[src/rtl/resdmac_pkg.sv]
`default_nettype none
// +----------------------------------------------------------------------------+
// | resdmac_pkg : shared arbiter state encoding and default tenure limits       |
// | Rev 1.0                                                                     |
// +----------------------------------------------------------------------------+
package resdmac_pkg;

  typedef enum logic [2:0] {
    ST_IDLE    = 3'd0,
    ST_REQ     = 3'd1,
    ST_SYNC    = 3'd2,
    ST_OWNED   = 3'd3,
    ST_DRAIN   = 3'd4,
    ST_HOLDOFF = 3'd5
  } arb_state_t;

  localparam int MAX_CYCLES_DEF = 16;
  localparam int HOLDOFF_DEF    = 4;
  localparam int BG_TIMEOUT_DEF = 255;

endpackage
`default_nettype wire

[src/rtl/sync2.sv]
`default_nettype none
// +----------------------------------------------------------------------------+
// | sync2 : two-flop synchroniser for asynchronous bus pins                     |
// | Rev 1.0                                                                     |
// +----------------------------------------------------------------------------+
module sync2 #(
  parameter logic RST_VAL = 1'b1
) (
  input  logic clk,
  input  logic rst_n_i,
  input  logic d_i,
  output logic q_o
);

  logic [1:0] sync_q;

  // Reset to the pin's inactive level so the FSM never sees a false grant.
  always_ff @(posedge clk) begin
    if (!rst_n_i) sync_q <= {2{RST_VAL}};
    else          sync_q <= {sync_q[0], d_i};
  end

  assign q_o = sync_q[1];

endmodule
`default_nettype wire

[src/rtl/bus_tenure_arbiter.sv]
`default_nettype none
// +----------------------------------------------------------------------------+
// | bus_tenure_arbiter : 68030 BR/BG/BGACK mastership sequencer for the DMA     |
// | Rev 1.0                                                                     |
// +----------------------------------------------------------------------------+
module bus_tenure_arbiter
  import resdmac_pkg::*;
#(
  parameter int MAX_CYCLES = MAX_CYCLES_DEF,
  parameter int HOLDOFF    = HOLDOFF_DEF,
  parameter int BG_TIMEOUT = BG_TIMEOUT_DEF
) (
  input  logic       SCLK,
  input  logic       _RST,
  input  logic       DMAENA,
  input  logic       XFER_REQ,
  input  logic       CYC_START,
  input  logic       CYC_DONE,
  input  logic       BERR_,
  input  logic       _BG,
  input  logic       _BGACK_I,
  input  logic       _AS_I,
  output logic       BREQ,
  output logic       OWN,
  output logic       CYC_OK,
  output logic       TENURE_END,
  output logic       ARB_ERR,
  output logic [7:0] CYC_CNT
);

  localparam logic [7:0] MAX_CNT  = 8'(MAX_CYCLES);
  localparam logic [7:0] TO_LAST  = 8'(BG_TIMEOUT - 1);
  localparam logic [7:0] HO_LAST  = 8'(HOLDOFF - 1);
  localparam arb_state_t REL_NEXT = (HOLDOFF == 0) ? ST_IDLE : ST_HOLDOFF;

  arb_state_t state_q, state_d;
  logic [7:0] to_cnt_q, to_cnt_d;
  logic [7:0] ho_cnt_q, ho_cnt_d;
  logic [7:0] cyc_cnt_q, cyc_cnt_d;
  logic       inflight_q, inflight_d;
  logic       arb_err_q, arb_err_d;
  logic       tend_q, tend_d;
  logic       bg_s, bgack_s, as_s;
  logic       bus_idle;
  logic       flight_after;
  logic       own_exit;

  sync2 #(.RST_VAL(1'b1)) u_sync_bg    (.clk(SCLK), .rst_n_i(_RST), .d_i(_BG),      .q_o(bg_s));
  sync2 #(.RST_VAL(1'b1)) u_sync_bgack (.clk(SCLK), .rst_n_i(_RST), .d_i(_BGACK_I), .q_o(bgack_s));
  sync2 #(.RST_VAL(1'b1)) u_sync_as    (.clk(SCLK), .rst_n_i(_RST), .d_i(_AS_I),    .q_o(as_s));

  assign bus_idle = as_s & bgack_s;

  // A termination wins over a same-clock start, so the flag ends up clear.
  assign flight_after = CYC_DONE ? 1'b0 : (CYC_START | inflight_q);

  assign own_exit = (state_q == ST_DRAIN) | ~XFER_REQ | ~DMAENA |
                    (cyc_cnt_q == MAX_CNT) | (CYC_DONE & ~BERR_);

  always_comb begin
    state_d    = state_q;
    to_cnt_d   = to_cnt_q;
    ho_cnt_d   = ho_cnt_q;
    cyc_cnt_d  = cyc_cnt_q;
    inflight_d = 1'b0;
    arb_err_d  = arb_err_q;
    tend_d     = 1'b0;

    case (state_q)
      ST_IDLE: begin
        to_cnt_d = 8'd0;
        if (!DMAENA)       arb_err_d = 1'b0;
        else if (XFER_REQ) state_d   = ST_REQ;
      end

      ST_REQ, ST_SYNC: begin
        to_cnt_d = to_cnt_q + 8'd1;
        if (!DMAENA) begin
          state_d = ST_IDLE;
        end else if (state_q == ST_SYNC && bus_idle) begin
          state_d   = ST_OWNED;
          cyc_cnt_d = 8'd0;
        end else if (to_cnt_q == TO_LAST) begin
          state_d   = ST_IDLE;
          arb_err_d = 1'b1;
        end else if (state_q == ST_REQ && !bg_s) begin
          state_d = ST_SYNC;
        end else if (state_q == ST_SYNC && bg_s) begin
          state_d = ST_REQ;
        end
      end

      ST_OWNED, ST_DRAIN: begin
        inflight_d = flight_after;
        if (CYC_DONE) begin
          if (cyc_cnt_q != 8'hFF) cyc_cnt_d = cyc_cnt_q + 8'd1;
          if (!BERR_)             arb_err_d = 1'b1;
        end
        // Release straight from OWNED when nothing is left in flight.
        if (own_exit) begin
          if (!flight_after) begin
            state_d  = REL_NEXT;
            tend_d   = 1'b1;
            ho_cnt_d = 8'd0;
          end else begin
            state_d = ST_DRAIN;
          end
        end
      end

      ST_HOLDOFF: begin
        ho_cnt_d = ho_cnt_q + 8'd1;
        if (ho_cnt_q == HO_LAST) state_d = ST_IDLE;
      end

      default: state_d = ST_IDLE;
    endcase
  end

  always_ff @(posedge SCLK) begin
    if (!_RST) begin
      state_q    <= ST_IDLE;
      to_cnt_q   <= 8'd0;
      ho_cnt_q   <= 8'd0;
      cyc_cnt_q  <= 8'd0;
      inflight_q <= 1'b0;
      arb_err_q  <= 1'b0;
      tend_q     <= 1'b0;
    end else begin
      state_q    <= state_d;
      to_cnt_q   <= to_cnt_d;
      ho_cnt_q   <= ho_cnt_d;
      cyc_cnt_q  <= cyc_cnt_d;
      inflight_q <= inflight_d;
      arb_err_q  <= arb_err_d;
      tend_q     <= tend_d;
    end
  end

  assign BREQ       = (state_q == ST_REQ) | (state_q == ST_SYNC);
  assign OWN        = (state_q == ST_OWNED) | (state_q == ST_DRAIN);
  assign CYC_OK     = (state_q == ST_OWNED) & XFER_REQ & DMAENA & ~inflight_q &
                      (cyc_cnt_q < MAX_CNT);
  assign TENURE_END = tend_q;
  assign ARB_ERR    = arb_err_q;
  assign CYC_CNT    = cyc_cnt_q;

  a_start_needs_ok: assert property (@(posedge SCLK) disable iff (!_RST) CYC_START |-> CYC_OK);

endmodule
`default_nettype wire

[config.mk]
export PLATFORM = sky130hd
export DESIGN_NAME = bus_tenure_arbiter
export DESIGN_NICKNAME = d
export VERILOG_FILES = /design/src/rtl/resdmac_pkg.sv /design/src/rtl/sync2.sv /design/src/rtl/bus_tenure_arbiter.sv
export SDC_FILE = /design/constraint.sdc
export NUM_CORES = 1
export LEC_CHECK = 0
export CAP_MARGIN = 10
export CORE_ASPECT_RATIO = 1.1
export CORE_MARGIN = 2
export CORE_UTILIZATION = 45
export CTS_BUF_LIST = sky130_fd_sc_hd__clkbuf_4
export DETAILED_ROUTE_END_ITERATION = 7
export GPL_ROUTABILITY_DRIVEN = 0
export GPL_TIMING_DRIVEN = 0
export PLACE_DENSITY = 0.81
export SYNTH_ARGS = -nofsm -noshare
export SYNTH_HDL_FRONTEND = slang
export SYNTH_SLANG_ARGS = --single-unit
[constraint.sdc]
create_clock -name SCLK -period 1.6 [get_ports SCLK]
set_input_delay 0.24 -clock SCLK [delete_from_list [all_inputs] [get_ports SCLK]]
set_output_delay 0.24 -clock SCLK [all_outputs]
set_load 0.1 [all_outputs]
==> qor.csv, run 1 <==
stage,metric,value,unit
global_route,largest net degree at the start of global routing,12,
floorplanning,die area,4910,um2
timing,final setup fails,8,
timing,Final Cycle Share,110,%
timing,Final TNS setup,-0.556,ns
worst_hold_path,Hold Crit Class,reg -> reg,
global_route,total global routing overflow,0,
clocking,TritonCTS clock tree,done,
setup_path,Setup crit end kind,flop,
setup_path,Critical Path Fanout Max,4,
logic_synthesis,Syn Inst Count,242,
timing,Slew headroom,56.6,%
logic_synthesis,Mapped Area,1960,um2
route,Antenna Nets Post-Route,0,
clocking,Root Driver,clkbuf_4,
cells_and_area,"most common cell after layout, fill and taps aside",nand2_1,
power_and_ir_drop,Pwr per Cell Area,832,nW/um2
floorplanning,Core Area,4250,um2
timing,Fin. Hold Viols,0,
setup_path,crit-path max cell delay,0.42,ns
run,maxcap violations,0,
clocking,CTS Sinks,36,
timing,Slew Limit Fails,0,
cells_and_area,Nets,310,
run_status,violated checks,negative setup slack,
route,initial DRC count,324,
logic_synthesis,Post-synth EDFFs,0,
clocking,H-tree levels,2,
setup_path,Required @ worst endpoint,1.90,ns
power_and_ir_drop,worst vdd ir,0.557,mV
power_and_ir_drop,Sw Pwr,792,uW
placement,PortBufs,22,
power_and_ir_drop,sequential fraction of design power,40.6,%
timing,achievable clock frequency,0.567,GHz
setup_path,critical path's slowest cell,or4_4,
floorplanning,Die Height,73.3,um
power_and_ir_drop,P_leak,1.08,nW
timing,Worst Max-Slew Pin Slew,0.651,ns
timing,PnR worst setup slack,-0.163,ns
route,DR DRC count,0,
cells_and_area,share of cells above drive strength 1,38.2,%
route,DR vias,2175,
clocking,CTS buffer count,5,
setup_path,"critical path, cell by cell",buf_6 -> and4b_2 -> nor2_2 -> or3_4 -> or4_4 -> nand2_2,
floorplanning,row count,25,
power_and_ir_drop,clock share of power,27.6,%
logic_synthesis,register bit total from synthesis,36,
route,drt via density,6.21,
placement,Place WS,-1.02,ns
clocking,worst skew pair latency,0.35,ns
setup_path,Crit Path Class,reg -> reg,
clocking,Clock Path Buffers,2,
cells_and_area,synth-to-layout area growth,47.3,%
setup_path,Startpoint Class,flop,
timing,Tmin final,1.76,ns
cells_and_area,n_diodes,0,
run_status,status,finished with violations,
global_route,vias in the first global route,1906,
logic_synthesis,Post-Syn Nets,257,
clocking,cts hold-fix bufs,0,
clocking,clock-pin slew on the worst setup and hold paths,0.12,ns
placement,DPL Wire Length,3.29,mm
route,Detailed Route WL,5.94,mm
floorplanning,io pins,23,
route,detailed-route wire length per cell,17.0,um
logic_synthesis,sequential area share after synthesis,36.7,%
logic_synthesis,Synth cell types,49,
route,drt pass-1 iters,5,
cells_and_area,most frequent cells in the layout,"25 x nand2_1, 24 x dfxtp_1, 18 x buf_4",
floorplanning,Die X,67.0,um
power_and_ir_drop,Int Pwr,1.62,mW
logic_synthesis,Yosys Warn Count,0,
power_and_ir_drop,sw frac,32.9,%
global_route,initial antenna violation count,0,
global_route,first-pass GRT wire length,8.49,mm
logic_synthesis,ys flop type,dfxtp_1,
timing,RSZ-0062 raised after global routing,yes,
power_and_ir_drop,Gate power share,31.8,%
logic_synthesis,ys async rst share,0,%
global_route,GRT Util Overall,22.3,%
setup_path,Critical Path AT,2.07,ns
timing,Final Skew,0.0148,ns
logic_synthesis,Mapped Avg Cell Area,8.12,um2
floorplanning,Starting Density,46.2,%
==> per-layer routing <==
metal / up-vias / global-route usage, % / wire length, um
met2: 147 / 34.7 / 2740
met3: 35 / 5.67 / 519
li1: 999 / - / -
met5: - / 0 / 0
met1: 994 / 29.5 / 2430
met4: 0 / 9.07 / 247
==> critical path, delay by kind of cell (launching register included) <==
kind	cells	cell delay, ns
and+or+nand+nor	5	1.23
DFF	1	0.36
buffers and inverters	1	0.12
==> timing repair <==
item                                    4_1_cts  5_1_grt
buffers inserted                             12       14
endpoints found under the setup margin       32       26
resized for setup                            90       34
pin swaps                                     1       14
==> cells by family after synthesis <==
kind of cell / Yosys count / synth area share (%)
buffers and inverters: 17 / 3.57
multiplexers: 8 / 4.33
adder cells (fa/ha/maj): 5 / 3.18
AND/OR/NAND/NOR: 116 / 32.0
flip-flops: 36 / 36.7
AO/OA/AOI/OAI: 60 / 20.3
==> Yosys cell counts, drive strengths merged (5+ instances only) <==
cell,instances,share of area (%)
nor3,5,1.3
o21ai,11,2.8
nand2,28,5.4
nand4,7,2.2
buf,5,1.3
ha,5,3.2
dfxtp,36,37
nor2b,6,1.9
clkbuf,7,1.3
nand2b,11,3.5
nand3,14,3.6
inv,5,0.96
nor2,17,3.2
a21oi,16,4.3
a31oi,8,2.5
==> final timing paths <==
| check | startpoint | endpoint | slack, ns | cells past startpoint |
|---|---|---|---|---|
| worst max-delay path | state_q[2]$_SDFFE_PN0P_ | CYC_CNT[5]$_SDFFE_PN0P_ | -0.16 | 6 |
| worst max register to register | state_q[2]$_SDFFE_PN0P_ | CYC_CNT[5]$_SDFFE_PN0P_ | -0.16 | 6 |
| worst min-delay path | u_sync_as.sync_q[0]$_SDFF_PN1_ | u_sync_as.sync_q[1]$_SDFF_PN1_ | 0.42 | 1 |
| worst min register to register | u_sync_as.sync_q[0]$_SDFF_PN1_ | u_sync_as.sync_q[1]$_SDFF_PN1_ | 0.42 | 1 |
==> state kept, by name (all words and copies together), names as in the netlist <==
signal / flops
to_cnt_q: 8
ARB_ERR: 1
u_sync_bgack.sync_q: 2
ho_cnt_q: 8
CYC_CNT: 8
TENURE_END: 1
inflight_q: 1
u_sync_as.sync_q: 2
state_q: 3
u_sync_bg.sync_q: 2
==> power groups by stage <==
stage / Combinational (mW) / Clock (mW) / Sequential [mW]
after detailed placement: 0.507 / 0 / 0.976
after global placement: 0.503 / 0 / 0.975
final: 0.766 / 0.665 / 0.977
after global routing: 0.810 / 0.703 / 0.979
after CTS: 0.634 / 0.665 / 0.965
after floorplan: 0.351 / 0 / 1.01
==> per-stage QoR <==
step / util [%] / cell area, um2 / power (mW) / std cells / hold slack [ns]
after global routing: 68.0 / 2890 / 2.49 / 350 / 0.442
after detailed placement: 54.9 / 2340 / 1.48 / 318 / 0.397
final: 68.0 / 2890 / 2.41 / 350 / 0.420
after CTS: 62.8 / 2670 / 2.26 / 336 / 0.423
after global placement: 54.9 / 2340 / 1.48 / 318 / 0.390
after floorplan: - / 2050 / 1.36 / 242 / 0.341
==> area by class of cell <==
cell class                      count  area (um2)
Clock buffer                        6        45.0
Clock inverter                      2        35.0
Tap cell                           54        67.6
Sequential cell                    36         761
Buffer                             10        77.6
Multi-Input combinational cell    189        1400
Fill cell                         334        1360
Timing Repair Buffer               48         487
Inverter                            5        18.8
Power figures use the tool's default switching activity.
==> inputs of run 2 (changes only) <==
--- a/config.mk
+++ b/config.mk
@@ -14,6 +14,7 @@
 export GPL_ROUTABILITY_DRIVEN = 0
 export GPL_TIMING_DRIVEN = 0
 export PLACE_DENSITY = 0.81
+export SETUP_SLACK_MARGIN = 0.1
 export SYNTH_ARGS = -nofsm -noshare
 export SYNTH_HDL_FRONTEND = slang
 export SYNTH_SLANG_ARGS = --single-unit
==> run 2 against run 1 <==
The flow still finishes with violations (negative setup slack); critical path depth fell by 1; clock-buffer cell count increased by 1; routed wire length is 8.0% higher; first-iteration DRC count fell by 17%; critical path type is now reg -> out; largest cell class unchanged; largest power group unchanged.
==> qor.csv, run 2 (same netlist as run 1, synthesis figures left out) <==
stage,metric,value,unit,change
worst_hold_path,Hold Startpoint,u_sync_as.sync_q[0]$_SDFF_PN1_,,
cells_and_area,most frequent cells in the layout,"25 x nand2_1, 25 x buf_4, 18 x dfxtp_1",,
setup_path,crit-path max cell delay,0.38,ns,-0.04 ns
route,drt pass-1 iters,6,,+1
timing,RSZ-0062 raised after global routing,yes,,
global_route,GRT Util Overall,23.7,%,+1.4 points
floorplanning,Starting Density,46.2,%,unchanged
power_and_ir_drop,Sw Pwr,839,uW,+6.0%
setup_path,"critical path, cell by cell",buf_6 -> nand2b_1 -> o21ai_2 -> buf_6 -> buf_12,,
clocking,worst skew pair latency,0.35,ns,about the same
cells_and_area,synth-to-layout area growth,54.8,%,
route,drt via density,6.01,,-3.2%
route,Detailed Route WL,6.41,mm,+8.0%
floorplanning,row count,25,,unchanged
cells_and_area,Final Non-Filler Cells,360,,+2.9%
cells_and_area,share of cells above drive strength 1,46.7,%,+8.6 points
cells_and_area,register area,776,um2,+2.0%
cells_and_area,post-route cell area,3040,um2,+5.1%
clocking,H-tree levels,2,,unchanged
setup_path,Crit Path Class,reg -> out,,
route,initial DRC count,269,,-17%
timing,final setup fails,17,,+9
placement,Place WS,-1.04,ns,-0.0166 ns
floorplanning,Die X,67.0,um,unchanged
setup_path,reg2reg end,CYC_CNT[5]$_SDFFE_PN0P_,,
cells_and_area,Fill cells,295,,-12%
route,DR vias,2165,,-0.46%
setup_path,critical path's slowest cell,dfxtp_4,,
setup_path,"CP delay by family, top",buffers and inverters,,
setup_path,CP startpoint,state_q[2]$_SDFFE_PN0P_,,
worst_hold_path,Hold Crit Class,reg -> reg,,
setup_path,Critical Path Fanout Max,7,,+3
floorplanning,Core Area,4250,um2,unchanged
clocking,Clock Path Buffers,2,,unchanged
cells_and_area,n_diodes,0,,unchanged
route,detailed-route wire length per cell,17.8,um,+5.0%
timing,PnR worst setup slack,-0.125,ns,+0.0382 ns
setup_path,Setup crit end kind,primary output,,
worst_hold_path,Worst Hold Endpoint,u_sync_as.sync_q[1]$_SDFF_PN1_,,
setup_path,Critical Path AT,1.49,ns,-0.58 ns
setup_path,CP Buf/Inv Count,3,,+2
power_and_ir_drop,P_leak,1.15,nW,+6.9%
run,maxcap violations,0,,unchanged
power_and_ir_drop,sequential fraction of design power,40.2,%,-0.4 points
route,DR DRC count,0,,unchanged
setup_path,FF-to-FF path depth,6,,unchanged
placement,PortBufs,22,,unchanged
clocking,clock-pin slew on the worst setup and hold paths,0.10,ns,-0.02 ns
power_and_ir_drop,Int Pwr,1.56,mW,-3.6%
run_status,status,finished with violations,,
clocking,CTS buffer count,5,,unchanged
floorplanning,io pins,23,,unchanged
setup_path,R2R Setup Slk,-0.11,ns,+0.05 ns
timing,Tmin final,1.73,ns,-0.0382 ns
run_status,violated checks,negative setup slack,,
timing,Worst Max-Slew Pin Slew,0.708,ns,+0.0566 ns
power_and_ir_drop,power consumption,2.40,mW,-0.48%
worst_hold_path,cell depth of the worst min-delay path,1,,unchanged
timing,achievable clock frequency,0.580,GHz,+2.2%
power_and_ir_drop,clock share of power,21.2,%,-6.4 points
setup_path,cell mode on critical path,buf_6,,
power_and_ir_drop,Pwr per Cell Area,788,nW/um2,-5.3%
timing,Final Cycle Share,108,%,-2.4 points
cells_and_area,footprint of the multi-input gates,1500,um2,+6.9%
timing,Fin. Hold Viols,0,,unchanged
placement,placed inst area,2400,um2,+2.7%
timing,Final Skew,0.0137,ns,-0.00108 ns
clocking,CTS Sinks,36,,unchanged
global_route,initial antenna violation count,0,,unchanged
timing,Slew headroom,52.8,%,-3.8 points
power_and_ir_drop,Gate power share,38.7,%,+6.9 points
power_and_ir_drop,worst vdd ir,0.476,mV,-15%
setup_path,Startpoint Class,flop,,
route,Antenna Nets Post-Route,0,,unchanged
placement,Placed Cells,318,,unchanged
setup_path,Required @ worst endpoint,1.36,ns,-0.54 ns
power_and_ir_drop,sw frac,35.0,%,+2.1 points
floorplanning,Die Height,73.3,um,unchanged
global_route,first-pass GRT wire length,8.90,mm,+4.9%
clocking,Root Driver,clkbuf_4,,
clocking,TritonCTS clock tree,done,,
global_route,vias in the first global route,1884,,-1.2%
clocking,cts hold-fix bufs,0,,unchanged
global_route,total global routing overflow,0,,unchanged
setup_path,reg2reg start,state_q[0]$_SDFFE_PN0P_,,
floorplanning,die area,4910,um2,unchanged
placement,DPL Wire Length,3.24,mm,-1.3%
timing,Slew Limit Fails,0,,unchanged
cells_and_area,Nets,320,,+3.2%
global_route,largest net degree at the start of global routing,11,,-1
## run 2: changes by cell type in the layout (fill, tap and decap cells not counted), moves of 6 or more
| cell | previous run | this run |
|---|---|---|
| buf_2 | 1 | 9 |
| buf_4 | 18 | 25 |
| clkdlybuf4s15_2 | 10 | 0 |
| dfxtp_1 | 24 | 18 |
## run 2: power by group through the flow
stage               logic, mW  registers, mW  clock network (mW)
finish                  0.926          0.962               0.507
global route            0.964          0.966               0.565
CTS                     0.751          0.956               0.520
detailed placement      0.554          0.982                   0
global placement        0.549          0.981                   0
floorplan               0.392           1.01                   0
## run 2: layout make-up
cell class	count	area share, %
Buffer	12	4.24
Clock buffer	7	1.73
Clock inverter	1	0.123
Inverter	5	0.617
Multi-Input combinational cell	189	49.3
Sequential cell	36	25.5
Tap cell	54	2.22
Timing Repair Buffer	56	16.3
## run 2: worst register-to-register path, stage by stage, from the launching register on
cell and delay [ns]:
dfxtp_4 0.40, buf_6 0.14, and4b_2 0.26, nor2_2 0.07, or3_4 0.34, or4_1 0.39, nand2_1 0.07
## run 2: stage by stage
step | utilization [%] | TNS [ns] | hold WS [ns]
after floorplan | - | -0.0905 | 0.341
after global placement | 56.4 | -10.83 | 0.388
after detailed placement | 56.4 | -11.10 | 0.391
after CTS | 64.2 | -0.452 | 0.416
after global routing | 71.5 | -2.07 | 0.427
final | 71.5 | -0.820 | 0.413
## run 2: how the worst max path moves through the flow
| stage | depth (start not counted) | endpoint | slack [ns] |
|---|---|---|---|
| after floorplan | 6 | CYC_CNT[5]$_SDFFE_PN0P_ | -0.09 |
| after global placement | 5 | CYC_OK | -1.02 |
| after detailed placement | 5 | CYC_OK | -1.04 |
| after CTS | 5 | OWN | -0.12 |
| after global routing | 6 | CYC_CNT[5]$_SDFFE_PN0P_ | -0.18 |
| final | 5 | OWN | -0.13 |
## run 2: repair_timing
action / in CTS / in global routing
hold endpoints to repair: 0 / 0
resized for setup: 120 / 53
pin swaps: 11 / 22
setup endpoints to repair: 41 / 34
buffers inserted: 16 / 18
## run 2: metal layers
| metal | track usage (%) | share of wire [%] |
|---|---|---|
| met5 | 0 | 0 |
| met4 | 8.16 | 2.2 |
| met3 | 5.82 | 6.1 |
| met2 | 40.1 | 51 |
| met1 | 29.4 | 40 |
==> inputs of run 3 (changes only) <==
--- a/config.mk
+++ b/config.mk
@@ -13,8 +13,9 @@
 export DETAILED_ROUTE_END_ITERATION = 7
 export GPL_ROUTABILITY_DRIVEN = 0
 export GPL_TIMING_DRIVEN = 0
-export PLACE_DENSITY = 0.81
+export PLACE_DENSITY = 0.79
 export SETUP_SLACK_MARGIN = 0.1
 export SYNTH_ARGS = -nofsm -noshare
 export SYNTH_HDL_FRONTEND = slang
+export SYNTH_HIERARCHICAL = 1
 export SYNTH_SLANG_ARGS = --single-unit
==> constraint.sdc (replaced) <==
create_clock -name SCLK -period 1.7 [get_ports SCLK]
set_input_delay 0.255 -clock SCLK [delete_from_list [all_inputs] [get_ports SCLK]]
set_output_delay 0.255 -clock SCLK [all_outputs]
set_load 0.1 [all_outputs]
==> run 3 against run 2 <==
The run still ends with negative setup slack left; die area decreased by 3.3%; clock skew grew 0.0027 ns; clock power decreased by 5.5%; power down 19%; sequential power is 9.8% lower; via count fell by 9.5%; clock-buffer cell count unchanged; synthesized cell count is 3.7% lower; cell count fell by 6.4%; critical path type unchanged; critical endpoint unchanged.
==> qor.csv, run 3 <==
stage,metric,value,unit,change
run_status,status,finished with violations,,
run_status,violated checks,negative setup slack,,
floorplanning,Die Height,72.1,um,-1.6%
global_route,first-pass GRT wire length,7.89,mm,-11%
logic_synthesis,Mapped Avg Cell Area,8.14,um2,+0.29%
placement,Place WS,-1.00,ns,+0.0381 ns
timing,Fin. Hold Viols,0,,unchanged
setup_path,Setup crit end kind,primary output,,
floorplanning,Starting Density,47.5,%,+1.3 points
placement,DPL Wire Length,3.02,mm,-6.9%
power_and_ir_drop,worst vdd ir,0.771,mV,+62%
route,drt via density,5.82,,-3.3%
floorplanning,row count,24,,-4.0%
timing,Tmin final,1.83,ns,
clocking,CTS Sinks,36,,unchanged
global_route,met2 Usage GRT,36.0,%,-4.1 points
cells_and_area,most frequent cells in the layout,"23 x dfxtp_1, 20 x buf_4, 20 x a21oi_1",,
setup_path,critical path's slowest cell,or3b_4,,
logic_synthesis,largest area contributor in the netlist,dfxtp_1,,
global_route,vias in the first global route,1769,,-6.1%
setup_path,crit-path max cell delay,0.38,ns,about the same
timing,PnR worst setup slack,-0.134,ns,-0.00924 ns
timing,Final TNS setup,-0.493,ns,+0.327 ns
clocking,Clock Path Buffers,2,,unchanged
route,DR DRC count,0,,unchanged
placement,Placed Cells,307,,-3.5%
logic_synthesis,Commonest cells post-synth,"36 x dfxtp_1, 22 x a21oi_1, 20 x nand2_1",,
logic_synthesis,top-count cell post-synth,dfxtp_1,,
cells_and_area,n_diodes,0,,unchanged
setup_path,Startpoint Class,flop,,
setup_path,Required @ worst endpoint,1.44,ns,+0.08 ns
setup_path,Crit Path Class,reg -> out,,
setup_path,"critical path, cell by cell",buf_6 -> or3b_4 -> buf_8 -> nand2_8 -> buf_12,,
logic_synthesis,ys async rst share,0,%,unchanged
timing,Final Skew,0.0164,ns,+0.00269 ns
logic_synthesis,area fraction of the dominant cell type after synthesis,38.0,%,+1.3 points
timing,final setup fails,10,,-7
clocking,TritonCTS clock tree,done,,
logic_synthesis,Synth cell types,53,,+8.2%
placement,PortBufs,22,,unchanged
global_route,met1 Track Usage GR,26.6,%,-2.8 points
global_route,met3 Use GR,3.41,%,-2.4 points
global_route,total global routing overflow,0,,unchanged
timing,Worst Max-Slew Pin Slew,0.555,ns,-0.153 ns
clocking,H-tree levels,2,,unchanged
run,maxcap violations,0,,unchanged
timing,RSZ-0062 raised after global routing,yes,,
power_and_ir_drop,Pwr per Cell Area,687,nW/um2,-13%
setup_path,"CP delay by family, top",buffers and inverters,,
setup_path,Critical Path Fanout Max,8,,+1
cells_and_area,Final Non-Filler Cells,337,,-6.4%
cells_and_area,post-route cell area,2820,um2,-7.2%
logic_synthesis,ys flop type,dfxtp_1,,
timing,achievable clock frequency,0.545,GHz,
cells_and_area,Nets,299,,-6.6%
logic_synthesis,Post-Syn Nets,248,,-3.5%
logic_synthesis,Synth area leaders,"dfxtp_1 38%, a21oi_1 5.8%, nand2_1 4.0%",,
logic_synthesis,Post-synth EDFFs,0,,unchanged
route,initial DRC count,128,,-52%
timing,Final Cycle Share,108,%,
global_route,initial antenna violation count,0,,unchanged
cells_and_area,share of cells above drive strength 1,38.2,%,-8.5 points
cells_and_area,"most common cell after layout, fill and taps aside",dfxtp_1,,
route,Antenna Nets Post-Route,0,,unchanged
power_and_ir_drop,P_leak,1.05,nW,-8.5%
clocking,clock-pin slew on the worst setup and hold paths,0.10,ns,about the same
cells_and_area,post-route core utilization,70.6,%,-0.86 points
global_route,largest net degree at the start of global routing,15,,+4
placement,placed inst area,2330,um2,-2.8%
route,drt pass-1 iters,4,,-2
logic_synthesis,sequential area share after synthesis,38.0,%,+1.3 points
floorplanning,die area,4750,um2,-3.3%
route,detailed-route wire length per cell,15.4,um,-14%
cells_and_area,Fill cells,294,,-0.34%
setup_path,Critical Path AT,1.58,ns,+0.09 ns
timing,Slew Limit Fails,0,,unchanged
route,DR vias,1960,,-9.5%
setup_path,CP Buf/Inv Count,3,,unchanged
floorplanning,Die X,65.9,um,-1.6%
clocking,worst skew pair latency,0.35,ns,about the same
logic_synthesis,Yosys Warn Count,6,,+6
logic_synthesis,Mapped Area,1900,um2,-3.4%
worst_hold_path,Hold Crit Class,in -> reg,,
floorplanning,io pins,23,,unchanged
clocking,Root Driver,clkbuf_4,,
global_route,GRT Util Overall,21.3,%,-2.5 points
floorplanning,Core Area,3990,um2,-6.1%
logic_synthesis,Syn Inst Count,233,,-3.7%
global_route,busiest metal layer after global routing,met2,,
cells_and_area,synth-to-layout area growth,48.7,%,
route,Detailed Route WL,5.18,mm,-19%
clocking,CTS buffer count,5,,unchanged
timing,Slew headroom,62.9,%,+10 points
logic_synthesis,register bit total from synthesis,36,,unchanged
## run 3: cell count changes in the layout (fill, tap and decap cells not counted), moves of 4 or more
cell and delta:
a21oi_1 +15, a21oi_2 -6, a31oi_1 -4, buf_2 -8, buf_4 -5, buf_6 -4
clkdlybuf4s15_2 +9, dfxtp_1 +5, nand2_1 -7, nor2b_1 -4, o21ai_1 +7
## run 3: cell type report
class / instances / area, um2 / area share, %
Clock buffer: 7 / 52.6 / 1.86
Multi-Input combinational cell: 179 / 1350 / 47.8
Sequential cell: 36 / 762 / 27.0
Tap cell: 52 / 65.1 / 2.31
Buffer: 9 / 91.3 / 3.24
Timing Repair Buffer: 45 / 454 / 16.1
Inverter: 8 / 42.5 / 1.51
Clock inverter: 1 / 5.00 / 0.177
## run 3: routing by layer
metal,part of all wire (%),wire (um),vias up
li1,-,-,955
met1,43,2220,939
met2,51,2660,55
met3,4.1,211,11
met4,1.6,85,0
met5,0,0,-
## run 3: final timing paths
| check | startpoint | cells past startpoint | endpoint | slack (ns) |
|---|---|---|---|---|
| worst min-delay path | _RST | 2 | u_sync_bgack/sync_q[1]$_SDFF_PN1_ | 0.38 |
| worst max-delay path | state_q[0]$_SDFFE_PN0P_ | 5 | OWN | -0.13 |
| worst min register to register | u_sync_bgack/sync_q[0]$_SDFF_PN1_ | 1 | u_sync_bgack/sync_q[1]$_SDFF_PN1_ | 0.41 |
| worst max register to register | state_q[2]$_SDFFE_PN0P_ | 7 | CYC_CNT[7]$_SDFFE_PN0P_ | -0.07 |
## run 3: cells by family after synthesis
family	Yosys count	synth area share, %
xor gates and xnor gates	1	0.462
buffers and inverters	18	4.22
muxes	5	2.77
AOI/OAI and AO/OA	68	23.2
and+or+nand+nor	100	28.1
adders and majority gates	5	3.30
DFF	36	38.0
## run 3: through the flow
step           hold WS [ns]  power, mW
2_1_floorplan         0.328       1.21
5_1_grt               0.402       2.02
6_report              0.378       1.94
4_1_cts               0.418       1.89
3_3_place_gp          0.388       1.31
3_5_place_dp          0.392       1.32
## run 3: repair_timing
action,in CTS,in global routing
endpoints found under the setup margin,36,35
setup buffers,16,7
cloned,0,0
pin swaps,13,20
resized for setup,86,37
hold buffers,0,0
## run 3: report_power, final
| group | total (mW) | switching [mW] | internal (mW) |
|---|---|---|---|
| Clock | 0.479 | 0.286 | 0.193 |
| Sequential | 0.868 | 0.0148 | 0.853 |
| Combinational | 0.591 | 0.336 | 0.255 |
